==> src/rtl/i2c_vt_pkg.sv <==
// Shared types for the VT I2C blocks: responder FSM states, ACK/NACK levels and
// the bus-condition encoding produced by the pin synchronizer.
package i2c_vt_pkg;

  typedef enum logic [3:0] {
    ST_IDLE,
    ST_ADDR,
    ST_ADDR_ACK,
    ST_PTR,
    ST_PTR_ACK,
    ST_WDATA,
    ST_WDATA_ACK,
    ST_RDATA,
    ST_RDATA_ACK,
    ST_IGNORE
  } state_e;

  localparam logic ACK  = 1'b0;
  localparam logic NACK = 1'b1;

  typedef enum logic [1:0] {
    EVT_NONE  = 2'd0,
    EVT_START = 2'd1,
    EVT_STOP  = 2'd2
  } bus_evt_e;

  // Address byte is {addr[6:0], rw}.
  function automatic logic addr_match(input logic [7:0] addr_byte, input logic [6:0] dev);
    return addr_byte[7:1] == dev;
  endfunction

endpackage

==> src/rtl/i2c_pin_sync.sv <==
// SCL/SDA metastability synchronizer with SCL edge and START/STOP detection.
// START/STOP need SCL high on both the current and previous synchronized sample.
module i2c_pin_sync
  import i2c_vt_pkg::*;
#(
  parameter int SYNC_STAGES = 2
) (
  input  logic     clk,
  input  logic     rst,
  input  logic     scl,
  input  logic     sda,
  output logic     sda_s,
  output logic     scl_rise,
  output logic     scl_fall,
  output bus_evt_e evt
);

  logic [SYNC_STAGES-1:0] scl_p0;
  logic [SYNC_STAGES-1:0] sda_p0;
  logic                   scl_p1;
  logic                   sda_p1;
  logic                   scl_s;
  logic                   start_det;
  logic                   stop_det;

  // Reset to the idle-bus level so leaving reset never fabricates a START.
  always_ff @(posedge clk) begin
    if (rst) begin
      scl_p0 <= '1;
      sda_p0 <= '1;
      scl_p1 <= 1'b1;
      sda_p1 <= 1'b1;
    end else begin
      scl_p0 <= {scl_p0[SYNC_STAGES-2:0], scl};
      sda_p0 <= {sda_p0[SYNC_STAGES-2:0], sda};
      scl_p1 <= scl_p0[SYNC_STAGES-1];
      sda_p1 <= sda_p0[SYNC_STAGES-1];
    end
  end

  // Edge-detect stage
  assign scl_s     = scl_p0[SYNC_STAGES-1];
  assign sda_s     = sda_p0[SYNC_STAGES-1];
  assign scl_rise  = scl_s & ~scl_p1;
  assign scl_fall  = ~scl_s & scl_p1;
  assign start_det = ~sda_s & sda_p1 & scl_s & scl_p1;
  assign stop_det  = sda_s & ~sda_p1 & scl_s & scl_p1;

  always_comb begin
    evt = EVT_NONE;
    if (stop_det) begin
      evt = EVT_STOP;
    end else if (start_det) begin
      evt = EVT_START;
    end
  end

endmodule

==> src/rtl/i2c_target_responder.sv <==
// I2C target with a small register file: pointer byte then writes, or reads from
// the pointer after a (repeated) START. SDA is driven open-drain via I2C_SDA_oe.
module i2c_target_responder
  import i2c_vt_pkg::*;
#(
  parameter logic [6:0] DEV_ADDR    = 7'h50,
  parameter int         REG_DEPTH   = 16,
  parameter int         SYNC_STAGES = 2,
  localparam int        AW          = $clog2(REG_DEPTH)
) (
  input  logic          clk,
  input  logic          rst,
  input  logic          I2C_SCL,
  input  logic          I2C_SDA,
  output logic          I2C_SDA_oe,
  input  logic          host_wr_en,
  input  logic [AW-1:0] host_addr,
  input  logic [7:0]    host_wdata,
  output logic [7:0]    host_rdata,
  output logic          busy,
  output logic          stop_evt,
  output logic          nack_evt
);

  logic          sda_s;
  logic          scl_rise;
  logic          scl_fall;
  bus_evt_e      evt;

  state_e        state;
  logic [3:0]    bit_cnt;
  logic [AW-1:0] ptr;
  logic          rw;
  logic [6:0]    rx_sr;
  logic [7:0]    tx_sr;
  logic [7:0]    rx_byte;
  logic [7:0]    regs [REG_DEPTH];

  logic          i2c_we;
  logic          load_tx;
  logic [AW-1:0] tx_idx;

  i2c_pin_sync #(
    .SYNC_STAGES(SYNC_STAGES)
  ) u_pin_sync (
    .clk      (clk),
    .rst      (rst),
    .scl      (I2C_SCL),
    .sda      (I2C_SDA),
    .sda_s    (sda_s),
    .scl_rise (scl_rise),
    .scl_fall (scl_fall),
    .evt      (evt)
  );

  assign rx_byte    = {rx_sr, sda_s};
  assign host_rdata = regs[host_addr];

  // Decode of the bit-sampling edge
  always_comb begin
    i2c_we  = 1'b0;
    load_tx = 1'b0;
    tx_idx  = ptr;
    if (evt == EVT_NONE && scl_rise) begin
      if (state == ST_WDATA && bit_cnt == 4'd7) begin
        i2c_we = 1'b1;
      end
      if (state == ST_ADDR_ACK && rw) begin
        load_tx = 1'b1;
      end else if (state == ST_RDATA_ACK && sda_s == ACK) begin
        load_tx = 1'b1;
        tx_idx  = ptr + AW'(1);
      end
    end
  end

  always_ff @(posedge clk) begin
    if (rst) begin
      state      <= ST_IDLE;
      I2C_SDA_oe <= 1'b0;
      busy       <= 1'b0;
      stop_evt   <= 1'b0;
      nack_evt   <= 1'b0;
      ptr        <= '0;
      bit_cnt    <= '0;
      rw         <= 1'b0;
    end else begin
      stop_evt <= 1'b0;
      nack_evt <= 1'b0;
      if (evt == EVT_STOP) begin
        state      <= ST_IDLE;
        I2C_SDA_oe <= 1'b0;
        busy       <= 1'b0;
        stop_evt   <= 1'b1;
        bit_cnt    <= '0;
      end else if (evt == EVT_START) begin
        state      <= ST_ADDR;
        I2C_SDA_oe <= 1'b0;
        busy       <= 1'b1;
        bit_cnt    <= '0;
      end else if (scl_rise) begin
        case (state)
          ST_ADDR, ST_PTR, ST_WDATA: begin
            if (bit_cnt == 4'd7) begin
              bit_cnt <= '0;
              case (state)
                ST_ADDR: begin
                  if (addr_match(rx_byte, DEV_ADDR)) begin
                    state <= ST_ADDR_ACK;
                    rw    <= rx_byte[0];
                  end else begin
                    state <= ST_IGNORE;
                  end
                end
                ST_PTR: begin
                  ptr   <= rx_byte[AW-1:0];
                  state <= ST_PTR_ACK;
                end
                default: state <= ST_WDATA_ACK;
              endcase
            end else begin
              bit_cnt <= bit_cnt + 4'd1;
            end
          end
          ST_ADDR_ACK:  state <= rw ? ST_RDATA : ST_PTR;
          ST_PTR_ACK:   state <= ST_WDATA;
          ST_WDATA_ACK: begin
            ptr   <= ptr + AW'(1);
            state <= ST_WDATA;
          end
          ST_RDATA: begin
            if (bit_cnt == 4'd7) begin
              bit_cnt <= '0;
              state   <= ST_RDATA_ACK;
            end else begin
              bit_cnt <= bit_cnt + 4'd1;
            end
          end
          ST_RDATA_ACK: begin
            // The pointer moves past every byte put on the wire, ACKed or not.
            ptr <= ptr + AW'(1);
            if (sda_s == NACK) begin
              nack_evt <= 1'b1;
              state    <= ST_IGNORE;
            end else begin
              state <= ST_RDATA;
            end
          end
          default: ;
        endcase
      end else if (scl_fall) begin
        case (state)
          ST_ADDR_ACK, ST_PTR_ACK, ST_WDATA_ACK: I2C_SDA_oe <= 1'b1;
          ST_RDATA:                              I2C_SDA_oe <= ~tx_sr[7];
          default:                               I2C_SDA_oe <= 1'b0;
        endcase
      end
    end
  end

  // Shift registers carry data only and need no reset.
  always_ff @(posedge clk) begin
    if (scl_rise) begin
      rx_sr <= rx_byte[6:0];
    end
    if (load_tx) begin
      tx_sr <= regs[tx_idx];
    end else if (scl_rise && state == ST_RDATA) begin
      tx_sr <= {tx_sr[6:0], 1'b0};
    end
  end

  // I2C write is ordered last so it wins a same-index collision with the host.
  always_ff @(posedge clk) begin
    if (rst) begin
      for (int i = 0; i < REG_DEPTH; i++) begin
        regs[i] <= '0;
      end
    end else begin
      if (host_wr_en) begin
        regs[host_addr] <= host_wdata;
      end
      if (i2c_we) begin
        regs[ptr] <= rx_byte;
      end
    end
  end

endmodule

==> config.mk <==
export PLATFORM = sky130hd
export DESIGN_NAME = i2c_target_responder
export DESIGN_NICKNAME = d
export VERILOG_FILES = /design/src/rtl/i2c_vt_pkg.sv /design/src/rtl/i2c_pin_sync.sv /design/src/rtl/i2c_target_responder.sv
export SDC_FILE = /design/constraint.sdc
export NUM_CORES = 1
export LEC_CHECK = 0
export CAP_MARGIN = 20
export CORE_ASPECT_RATIO = 0.5
export CORE_UTILIZATION = 25
export DETAILED_ROUTE_END_ITERATION = 8
export PLACE_DENSITY = 0.41
export SETUP_SLACK_MARGIN = 0.4
export SLEW_MARGIN = 30
export SYNTH_ARGS = -nofsm -noshare
export SYNTH_HDL_FRONTEND = slang
export SYNTH_SLANG_ARGS = --single-unit
==> constraint.sdc <==
create_clock -name clk -period 3.8 [get_ports clk]
set_clock_uncertainty 0.1 [all_clocks]
set_input_delay 0.95 -clock clk [delete_from_list [all_inputs] [get_ports clk]]
set_output_delay 0.95 -clock clk [all_outputs]
set_load 0.05 [all_outputs]
==> summary.md <==
| Metric | Value |
|---|---|
| Status | `complete, no violations` |
| Hold_sp | `u_pin_sync.sda_p0[0]` |
| Die Y | `roughly 140 um` |
| FMAX | `about 280 MHz` |
| First-pass DRT Iterations | `6` |
| WP data arrival | `approximately 2.5 ns` |
| CTS root buffer | `clkbuf_16` |
| Vias/cell | `5.42` |
| Mapped Nets | `1100` |
| Grt met3 use | `roughly 3.8%` |
| Area share of the largest cell type after synthesis | `between 40% and 50%` |
| Crit Path Max Fanout | `5` |
| Worst path slowest cell | `mux4_2` |
| Num Clock Sinks | `166` |
| Synthesized area | `approximately 10000 um2` |
| Critical path, cell by cell | `buf_12 > buf_12 > mux4_2 > mux4_2 > buf_8` |
| Clock Pin Slew Worst Setup and Hold Paths | `about 0.070 ns` |
| M1 GR Usage | `roughly 31%` |
| Synth Instances | `1078` |
| Total GRT Usage | `between 20% and 30%` |
| Most frequent cells in the layout | `nand2_1 (297), o21ai_0 (162), edfxtp_1 (143), buf_4 (93), mux4_2 (44)` |
| Leak Pwr | `0.00424 uW` |
| Grt total ovfl | `0` |
| Post-synthesis async set-or-reset flop share | `0%` |
| Ys Warns | `0` |
| RSZ-0062 raised after global routing | `true` |
| Final Cycle Share | `93.0%` |
| Max Cap Viol | `0` |
| Vias in the first global route | `around 8400` |
| Worst setup SP type | `input pin` |
| Hold Path Class | `register to register` |
| Post-synth top area cell | `edfxtp_1` |
| Max-slew violation count | `0` |
| Commonest non-fill, non-tap cell in the layout | `nand2_1` |
| # hold bufs at CTS | `0` |
| Nets | `approximately 1200` |
| Initial antenna violation count | `0` |
| Worst slew pin tran | `about 0.76 ns` |
| CTS tree | `built` |
| Fin cells | `around 1700` |
| Worst reg2reg startpoint | `state[1]` |
| Hold Path Sink | `u_pin_sync.sda_p0[1]` |
| Drt first-iter violations | `~1000` |
| Hold Crit Depth | `1` |
| TritonCTS Buffers | `17` |
| Flop2flop setup slack | `roughly 0.36 ns` |
| M2 GR Usage | `between 30 and 40%` |
| Pwr/cell area | `344 nW/um2` |
| Clock Path Buffers | `2` |
| Largest net degree at the start of global routing | `27` |
| H-tree depth | `4` |
| Fin Setup TNS | `0 ns` |
| Yosys cell types | `between 60 and 70` |
| Post-synth top flop | `edfxtp_1` |
| Cell count of the worst reg-to-reg path | `6` |
| Sequential area share after synthesis | `46.8%` |
| Inst Count DP | `1625` |
| Layout fillers | `4019` |
| Die W | `between 200 and 300 um` |
| Critical path's top delay family | `multiplexers` |
| I/O pins | `29` |
| Post-synth EDFFs | `between 100 and 150` |
| Final worst slack | `0.267 ns` |
| Synth-to-Final Area Change | `20.3%` |
| DPL Wire Length | `around 32000 um` |
| Critical Path RT | `between 2 and 3 ns` |
| Finished Core Util | `between 30% and 40%` |
| Worst stage delay on the critical path | `0.55 ns` |
| Syn avg cell area | `about 9.4 um2` |
| Clock period minus final worst setup slack | `3.53 ns` |
| # rows | `between 50 and 60` |
| Top post-synthesis cells by area | `edfxtp_1 (42%), nand2_1 (11%), mux4_2 (9.7%)` |
| Busiest grt layer | `met2` |
| Reg-to-reg endpoint | `tx_sr[7]` |
| Worst setup EP type | `output pin` |
| Port Buffers | `28` |
| Core Area | `between 30000 and 40000 um2` |
| Drt total wl | `43800 um` |
| Final-report hold violation count | `0` |
| Post-detailed-route count of antenna-violating nets | `0` |
| Max VDD drop | `roughly 0.28 mV` |
| Critical path class | `input pin to output pin` |
| Via count | `a little over 9000` |
| Buf+Inv Stages, Crit Path | `3` |
| Gp weighted congestion | `about 0.99` |
| First-pass GRT wire length | `62300 um` |
| WL per Instance | `26.1 um` |
| Die ar. | `41500 um2` |
| DP Worst Slack | `about 0.15 ns` |
| DRC Markers | `0` |
| Power consumption | `~4200 uW` |
| Yosys reg bits | `approximately 170` |
| Share of cells above drive strength 1 | `between 10% and 20%` |
| Setup violators final | `0` |
| Clk Latency, worst-skew pair | `~0.46 ns` |
| Initial core utilization | `about a quarter` |
| Worst relative slew slack | `just under 50%` |
==> synth_stat cells (4+ instances only) <==
library cell,instances
a32o_1,7
dfxtp_1,23
edfxtp_1,143
o21ai_0,162
nand2_1,297
ha_1,5
o31ai_1,4
a21oi_1,19
mux2i_1,26
buf_1,7
nor2_1,43
or3_1,25
mux4_2,44
nand2b_1,9
a21o_1,4
o211ai_1,8
nor3_2,5
and3_1,14
o211a_1,7
or4b_1,8
nor2b_1,4
nand3_1,26
a31oi_1,9
o21ai_1,10
or2_2,7
nor3_1,10
a221o_1,7
clkbuf_1,83
inv_1,10
==> worst max-delay path by stage <==
stage,from,end,slack (ns),depth (start not counted)
5_1_grt,host_addr[1],host_rdata[3],0.25,5
3_5_place_dp,host_addr[0],host_rdata[3],0.15,5
6_report,host_addr[1],host_rdata[3],0.27,5
3_3_place_gp,host_addr[0],host_rdata[3],0.18,5
2_1_floorplan,host_addr[1],host_rdata[0],0.38,4
4_1_cts,host_addr[1],host_rdata[3],0.27,5
==> power by group <==
part,switching (uW),internal (uW),leakage [uW]
clock network,810,837,0.000256
registers,95.8,2040,0.00160
logic,240,176,0.00238
==> routing by layer <==
metal / up-vias / routed length [um]
met2: 464 / 18700
li1: 4031 / -
met5: - / 0
met3: 76 / 3350
met1: 4508 / 20500
met4: 0 / 1270
==> through the flow <==
step           hold WS (ns)  instance area [um2]
3_5_place_dp          0.297                11400
4_1_cts               0.313                12100
2_1_floorplan         0.289                10200
3_3_place_gp          0.302                11400
6_report              0.311                12200
5_1_grt               0.326                12200
==> final cells by class <==
type | count | area [um2] | share of cell area (%)
Timing Repair Buffer | 130 | 1220 | 9.94
Antenna cell | 1 | 2.50 | 0.0205
Clock inverter | 15 | 108 | 0.880
Multi-Input combinational cell | 806 | 5020 | 41.0
Sequential cell | 166 | 4750 | 38.9
Clock buffer | 17 | 425 | 3.48
Tap cell | 530 | 663 | 5.42
Inverter | 11 | 43.8 | 0.358
==> kinds of logic after synthesis <==
kind of cell,Yosys count,synth area share [%]
AOI/OAI and AO/OA,251,14.3
xor gates and xnor gates,5,0.431
adders and majority gates,5,0.615
buffers and inverters,106,4.06
DFF,166,46.8
muxes,71,12.4
and+or+nand+nor,474,21.4
==> state kept, by name (all words and copies together), names as in the netlist, 2 cells and up <==
register and flops:
regs 128, tx_sr 8, rx_sr 7, bit_cnt 4
ptr 4, state 4, u_pin_sync.scl_p0 2, u_pin_sync.sda_p0 2
==> repair_timing <==
item / in CTS / in global routing
setup buffers: 3 / 11
pin swaps: 0 / 1
resized for setup: 20 / 2
cloned: 4 / 0
endpoints found under the setup margin: 8 / 9
Power figures use the tool's default switching activity.
